### src/rtl/instr_fetch_pkg.sv
// Shared types and constants for the instruction fetch unit.
package pkg_fetch;

  typedef enum logic [1:0] {
    FETCH_IDLE,
    FETCH_READ,
    FETCH_LAST,
    FETCH_DONE
  } fetch_state_t;

  localparam int INSTR_BYTES = 4;
  localparam int JMP_SHIFT   = 2;

endpackage

### src/rtl/instr_fetch.sv
// Instruction fetch: owns the PC, reads four big-endian bytes per instruction
// from a byte-wide RAM with one-cycle read latency, and strobes ir_valid.
module instr_fetch
  import pkg_fetch::*;
#(
  parameter int unsigned ADDR_W   = 16,
  parameter int unsigned RESET_PC = 0
) (
  input  logic              clk,
  input  logic              rst_n,
  input  logic              start,
  input  logic              advance,
  input  logic              jmp_valid,
  input  logic [23:0]       jmp_offset,
  output logic [ADDR_W-1:0] ram_addr,
  output logic              ram_re,
  input  logic [7:0]        ram_rdata,
  output logic [31:0]       ir,
  output logic              ir_valid,
  output logic [ADDR_W-1:0] pc,
  output logic              busy
);

  localparam logic [1:0] LAST_CNT = 2'(INSTR_BYTES - 1);

  fetch_state_t      state_q, state_d;
  logic [1:0]        cnt_q, cnt_d;
  logic [ADDR_W-1:0] pc_q, pc_d;
  logic [ADDR_W-1:0] ram_addr_q, ram_addr_d;
  logic [31:0]       ir_q, ir_d;
  logic [ADDR_W-1:0] pc_n;
  logic [ADDR_W-1:0] jmp_delta;

  // Offset counts instructions; truncating before the shift is harmless modulo 2^ADDR_W.
  assign jmp_delta = ADDR_W'($signed(jmp_offset)) << JMP_SHIFT;

  always_comb begin
    pc_n = pc_q;
    if (jmp_valid) begin
      pc_n = pc_q + jmp_delta;
    end else if (advance) begin
      pc_n = pc_q + ADDR_W'(INSTR_BYTES);
    end
  end

  always_comb begin
    state_d    = state_q;
    cnt_d      = cnt_q;
    pc_d       = pc_q;
    ir_d       = ir_q;
    ram_addr_d = ram_addr_q;
    case (state_q)
      FETCH_IDLE: begin
        pc_d = pc_n;
        if (start) begin
          state_d    = FETCH_READ;
          cnt_d      = 2'd0;
          ram_addr_d = pc_n;
        end
      end
      FETCH_READ: begin
        cnt_d = cnt_q + 2'd1;
        // Data for the read issued last cycle arrives now.
        if (cnt_q != 2'd0) begin
          ir_d = {ir_q[23:0], ram_rdata};
        end
        if (cnt_q == LAST_CNT) begin
          state_d = FETCH_LAST;
        end else begin
          ram_addr_d = ram_addr_q + ADDR_W'(1);
        end
      end
      FETCH_LAST: begin
        ir_d    = {ir_q[23:0], ram_rdata};
        state_d = FETCH_DONE;
      end
      FETCH_DONE: begin
        state_d = FETCH_IDLE;
      end
      default: begin
        state_d = FETCH_IDLE;
      end
    endcase
  end

  always_ff @(posedge clk or negedge rst_n) begin
    if (!rst_n) begin
      state_q    <= FETCH_IDLE;
      cnt_q      <= 2'd0;
      pc_q       <= ADDR_W'(RESET_PC);
      ram_addr_q <= '0;
      ir_q       <= '0;
    end else begin
      state_q    <= state_d;
      cnt_q      <= cnt_d;
      pc_q       <= pc_d;
      ram_addr_q <= ram_addr_d;
      ir_q       <= ir_d;
    end
  end

  assign ram_addr = ram_addr_q;
  assign ram_re   = (state_q == FETCH_READ);
  assign ir       = ir_q;
  assign ir_valid = (state_q == FETCH_DONE);
  assign pc       = pc_q;
  assign busy     = (state_q != FETCH_IDLE);

endmodule
### config.mk
export PLATFORM = sky130hd
export DESIGN_NAME = instr_fetch
export DESIGN_NICKNAME = d
export VERILOG_FILES = /design/src/rtl/instr_fetch_pkg.sv /design/src/rtl/instr_fetch.sv
export SDC_FILE = /design/constraint.sdc
export NUM_CORES = 1
export LEC_CHECK = 0
export CELL_PAD_IN_SITES_DETAIL_PLACEMENT = 0
export CELL_PAD_IN_SITES_GLOBAL_PLACEMENT = 1
export CORE_AREA = 4 4 106 108
export DETAILED_ROUTE_END_ITERATION = 16
export DIE_AREA = 0 0 110 112
export PLACE_DENSITY_LB_ADDON = 0.1
export SLEW_MARGIN = 10
export SYNTH_ARGS = -nofsm -noshare
export SYNTH_HDL_FRONTEND = slang
export SYNTH_SLANG_ARGS = --single-unit
### constraint.sdc
create_clock -name clk -period 4.8 [get_ports clk]
set_input_delay 0.96 -clock clk [delete_from_list [all_inputs] [get_ports clk]]
set_output_delay 0.96 -clock clk [all_outputs]
set_load 0.02 [all_outputs]
==> results of run 1 <==
==> placed cells by master, fill, tap and decap left out, drive strengths merged, types with 13 or more instances in the layout <==
| master | n |
|---|---|
| nand3 | 16 |
| inv | 13 |
| a21oi | 31 |
| nand2 | 30 |
| nor2 | 34 |
| xor2 | 15 |
| clkdlybuf4s50 | 90 |
| o21ai | 33 |
| mux2 | 39 |
| ha | 22 |
| dfrtp | 66 |
==> through the flow <==
step / power, W / instances / worst slack, ns
2_1_floorplan: 0.002876 / 415 / 1.810
3_3_place_gp: 0.003798 / 629 / 1.162
3_5_place_dp: 0.003844 / 629 / 1.152
4_1_cts: 0.004428 / 645 / 1.455
5_1_grt: 0.004740 / 645 / 1.331
6_report: 0.004378 / 645 / 1.510
==> final cells by class <==
type,instances,area [um^2],area share
clock buffers,9,123.9,0.02328
clock inverters,7,116.4,0.02187
inverters,13,48.80,0.009172
multi-input cells,318,2266,0.4259
flip-flops and latches,66,1652,0.3104
well taps,136,170.2,0.03198
repair buffers,96,943.4,0.1773
==> logic make-up (layout without fill, tap and decap cells) <==
family,after synthesis,count (layout),share of synthesized area
simple gates,120,120,0.1414
xor+xnor,24,24,0.05176
mux,43,43,0.1189
other cells,1,2,0.0009233
flops,66,66,0.4067
fa+ha+maj,23,23,0.07270
compound gates,106,106,0.1685
buf+inv,31,125,0.03912
==> power breakdown <==
part           leakage (nW)  internal [W]  switching (W)
registers             0.784      0.000857       0.000312
clock network         0.120      0.000345       0.000227
logic                  1.31       0.00127        0.00137
==> sequential cells by signal (all words and copies together), names as in the netlist <==
signal    cells
cnt_q         2
ir           32
pc           14
ram_addr     16
state_q       2
==> worst max-delay path, cell delays in order <==
cell	delay (ns)
clkdlybuf4s50_1	0.40
ha_1	0.23
fa_1	0.41
a21o_1	0.21
a211o_1	0.30
a21oi_2	0.21
a211o_2	0.22
nand2b_2	0.07
a21oi_2	0.14
xor2_1	0.22
a31oi_1	0.11
==> worst max path at each step <==
stage	slack, ns	end	from
floorplan	1.81	ram_addr[12]	jmp_offset[0]
global placement	1.16	ram_addr[12]	jmp_offset[0]
detailed placement	1.15	ram_addr[12]	jmp_offset[0]
CTS	1.46	busy	state_q[1]
global route	1.33	busy	state_q[0]
finish	1.51	ram_addr[12]	jmp_offset[0]
==> per-layer routing <==
| metal | up-vias | track usage | share of wire |
|---|---|---|---|
| met5 | - | 0 | 0 |
| li1 | 1686 | - | - |
| met4 | 0 | 0.05154 | 0.013 |
| met3 | 12 | 0.03826 | 0.051 |
| met2 | 83 | 0.2682 | 0.47 |
| met1 | 1625 | 0.2313 | 0.46 |
==> synthesized netlist by cell type (9+ instances only) <==
master	number	area share
a21oi_1	28	0.035
and3_1	10	0.015
dfrtp_1	66	0.41
ha_1	22	0.068
inv_1	12	0.011
mux2_2	38	0.11
nand2_1	30	0.028
nand3_1	16	0.020
nand4_1	10	0.015
nor2_1	34	0.031
o21ai_0	29	0.036
xnor2_1	9	0.019
xor2_1	15	0.032
==> metrics.md, run 1 <==
| Metric | Value |
|---|---|
| Synthesized flop and latch total | 66 |
| Number of port buffers | ~90 |
| Layout cells sized above 1 | 0.1434 |
| Setup TNS | 0 ns |
| Final hold slack | 0.5082 ns |
| DP Wirelength | approximately 7500 um |
| Post-synth EDFFs | 0 |
| Vias | 3406 |
| Nets | 564 |
| Core Rows | 37 |
| Routed Antenna Nets | 0 |
| Mean area per synthesized cell | ~9.8 um^2 |
| Clock Tree Buf Depth | 2 |
| Worst Hold Endpoint | ir[28] |
| Hold Path Depth | 1 |
| Remaining DRCs | 0 |
| P&R area growth vs syn | 30.99% |
| Hold-fix buffers, CTS | 0 |
| VDD IR max | 0.2859 mV |
| Min-delay src | ir[28] |
| Worst skew pair latency | 0.34 ns |
| Crit path DAT | approximately 3.5 ns |
| CTS Sinks | between 60 and 70 |
| Largest net degree at the start of global routing | 44 |
| Slew @ Worst Pin | 0.9934 ns |
| Critical Path RT | approximately 5 ns |
| Vias in the first global route | 3293 |
| Status | completed |
| Post-detailed-route wirelength per cell | approximately 15 um |
| Crit-path max FO | 4 |
| Setup crit end kind | register |
| Post-synthesis sequential area ratio | 0.4067 |
| Max Clk Rate | 304.0 MHz |
| Power Dens Cells | 822.9 mW/mm^2 |
| Clock Skews | 0.01029 ns |
| Die area | 0.01232 mm^2 |
| Main synth FF type | dfrtp_1 |
| Final WL | around 10000 um |
| Global-route wire length before repair | 16780 um |
| Async S/R FF share, synth | 1.000 |
| Max-Cap Viols | 0 |
| Clock transition at path regs | 0.08 ns |
| Synth cell types | 60 |
| R2R cell count | 10 |
| Final number of setup-violating endpoints | 0 |
| Filler instances | around 940 |
| Initial antenna violation count | 0 |
| Top-Level Pins | 104 |
| Leak | 2.218 nW |
| Cell area after layout | roughly 0.0053 mm^2 |
| Post-CTS Setup Inserts | 0 |
| CTS Buf Count | 9 |
| Final Hold Vio Count | 0 |
| CTS tree | built |
| Slew HR | 0.3363 |
| Starting Density | 0.3970 |
| Root Driver | clkbuf_8 |
| Critical path class | in2reg |
| H-tree levels | 3 |
| Antenna Cells | 0 |
| Initial DRC Count | 172 |
| Die H | ~110 um |
| Fin crit share | 0.6853 |
| Placement Cell Area | just over 0.005 mm^2 |
| CTS resizes | 0 |
| Core area | 0.01023 mm^2 |
| Layout Utilization | 0.5200 |
| Gpl congestion | ~0.8 |
| Critical Path Source Type | primary input |
| Final Critical Period | 3.290 ns |
| Unrepaired setup endpoints after global routing | no |
| Slew Viols, Final | 0 |
| YS warnings | 0 |
| Post-synthesis cell area | 0.004061 mm^2 |
| Post-Syn Instances | 414 |
| Drt first pass iters | 4 |
| Die X | 110 um |
| R2R setup slack | 2.03 ns |
| Gr usage total | 0.1701 |
| Total grt overflow | 0 |
| Class of the worst hold path | reg2reg |
| Vias per cell | 5.281 |
| R2R Path End | ram_addr[12] |
| FF-to-FF Start | pc[2] |
(Power assumes the default switching activity.)
==> run 2, diff against run 1 <==
CORE_AREA = 4 4 115 117   (was 4 4 106 108)
DIE_AREA = 0 0 119 121   (was 0 0 110 112)
clock period = 2.9 ns   (was 4.8 ns; I/O delays follow)
==> run 2 against run 1 <==
Combinational power is 76% higher; worst setup slack worse by 1.4 ns; flip-flop and latch count stayed put; clock skew is 0.0043 ns lower; count of clock-buffer cells in the layout is 1 higher; global-route usage is 1.2 points lower; sequential power is 64% higher; largest cell class unchanged.
==> metrics.md, run 2 (synthesis gave the netlist of run 1 again) <==
| Metric | Value |
|---|---|
| CTS Buf Count | 9 |
| Global-route wire length before repair | 18260 um |
| Crit path DAT | 2.97 ns |
| VDD IR max | 0.4041 mV |
| CTS tree | built |
| Vias in the first global route | about 3500 |
| Worst path bufs/invs | 2 |
| Critical Path Source Type | primary input |
| Slew @ Worst Pin | 0.6810 ns |
| Setup TNS | 0 ns |
| CTS Sinks | 66 |
| Cell area after layout | 0.005633 mm^2 |
| Fin crit share | 0.9488 |
| Drt first pass iters | 4 |
| Hold-fix buffers, CTS | 0 |
| Post-detailed-route wirelength per cell | 15.36 um |
| Max Clk Rate | 363.4 MHz |
| Clock transition at path regs | 0.05 ns |
| Gpl congestion | 0.7747 |
| Leak | 2.353 nW |
| CP max stage cell | clkdlybuf4s50_1 |
| Slew HR | 0.5460 |
| H-tree levels | 3 |
| Class of the worst hold path | in2async |
| Routed Antenna Nets | 0 |
| Number of port buffers | 91 |
| Critical Path RT | 3.12 ns |
| Final Critical Period | 2.752 ns |
| Starting Density | 0.3285 |
| Vias | 3507 |
| Final Hold Vio Count | 0 |
| Layout cells sized above 1 | 0.1808 |
| Critical-path cell list | clkdlybuf4s50_1 > ha_1 > fa_2 > a21o_1 > a211o_1 > a21oi_2 > buf_4 > xor2_1 > a21oi_1 > mux2_2 |
| Worst skew pair latency | 0.33 ns |
| Remaining DRCs | 0 |
| Clock Tree Buf Depth | 2 |
| Die H | 121 um |
| Slew Viols, Final | 0 |
| Total power | 0.007720 W |
| Final WL | 10800 um |
| Worst Setup SP | jmp_offset[0] |
| Power Dens Cells | approximately 1400 mW/mm^2 |
| Placement Cell Area | 0.005303 mm^2 |
| Antenna Cells | 0 |
| DP Worst Slack | -0.2664 ns |
| Most frequent cells in the layout | 90 x clkdlybuf4s50_1, 66 x dfrtp_1, 38 x mux2_2 |
| Crit-path max FO | 2 |
| Core area | between 0.01 and 0.015 mm^2 |
| Initial antenna violation count | 0 |
| Core Rows | 41 |
| Initial DRC Count | between 150 and 200 |
| Final number of setup-violating endpoints | 0 |
| P&R area growth vs syn | 38.69% |
| Clock Skews | 0.005966 ns |
| FF-to-FF Start | pc[2] |
| Vias per cell | about 5.0 |
| DP Wirelength | between 8000 and 9000 um |
| Max reg flops | 32 |
| Most common cell after layout, fill and taps aside | clkdlybuf4s50_1 |
| Largest net degree at the start of global routing | slightly above 40 |
| CP max stage delay | ~0.41 ns |
| Max-Cap Viols | 0 |
| Die area | 0.01440 mm^2 |
| Die X | 119 um |
| Filler instances | 1200 |
| Total grt overflow | 0 |
| Nets | slightly below 600 |
| Top-Level Pins | between 100 and 150 |
| Unrepaired setup endpoints after global routing | no |
| Setup crit end kind | register |
| Root Driver | clkbuf_16 |
| Gr usage total | 0.1577 |
| Setup slack after layout | 0.1484 ns |
| Critical path class | in2reg |
| Post-CTS Setup Inserts | 0 |
| Status | completed |
| Worst path top cell family by delay | compound AO/OA/AOI/OAI gates |
-- run 2: routing by layer --
layer	wire, um	GRT usage	vias to the layer above
met5	0	0	-
met4	125	0.04924	0
met3	398	0.02890	8
met2	5137	0.2582	69
met1	5136	0.2118	1692
li1	-	-	1738
-- run 2: layout make-up --
cell class,count,area (um^2),share of cell area
clock buffer,10,229.0,0.04065
clock inverter,6,91.34,0.01622
inverter,13,48.80,0.008663
multi-input combinational,318,2276,0.4040
sequential,66,1652,0.2932
tap,172,215.2,0.03821
timing repair buffer,118,1121,0.1990
-- run 2: power by group --
| part | internal [W] | switching [W] |
|---|---|---|
| Clock | 0.000753 | 0.000401 |
| Sequential | 0.00142 | 0.000494 |
| Combinational | 0.00228 | 0.00237 |
| Total | 0.00446 | 0.00326 |
-- run 2: metrics by stage --
stage | util | cells | hold slack [ns]
global placement | 0.4289 | 687 | 0.4886
floorplan | - | 415 | 0.2844
detailed placement | 0.4289 | 687 | 0.4949
CTS | 0.4548 | 703 | 0.3186
global route | 0.4556 | 703 | 0.3459
finish | 0.4556 | 703 | 0.2930
-- run 2: path summary, 6_finish.rpt --
path	endpoint	slack, ns	cells after the start
max	pc[8]	0.15	10
min	state_q[0]	0.29	1
max reg2reg	pc[8]	0.44	9
min reg2reg	ir[25]	0.50	1
max in group asynchronous	ir[19]	1.96	2
min in group clk	ir[25]	0.50	1
-- run 2: repair_timing --
action                                  4_1_cts  5_1_grt
endpoints found under the setup margin        0        3
gates resized for setup                       0        2
endpoints found under the hold margin         0        0
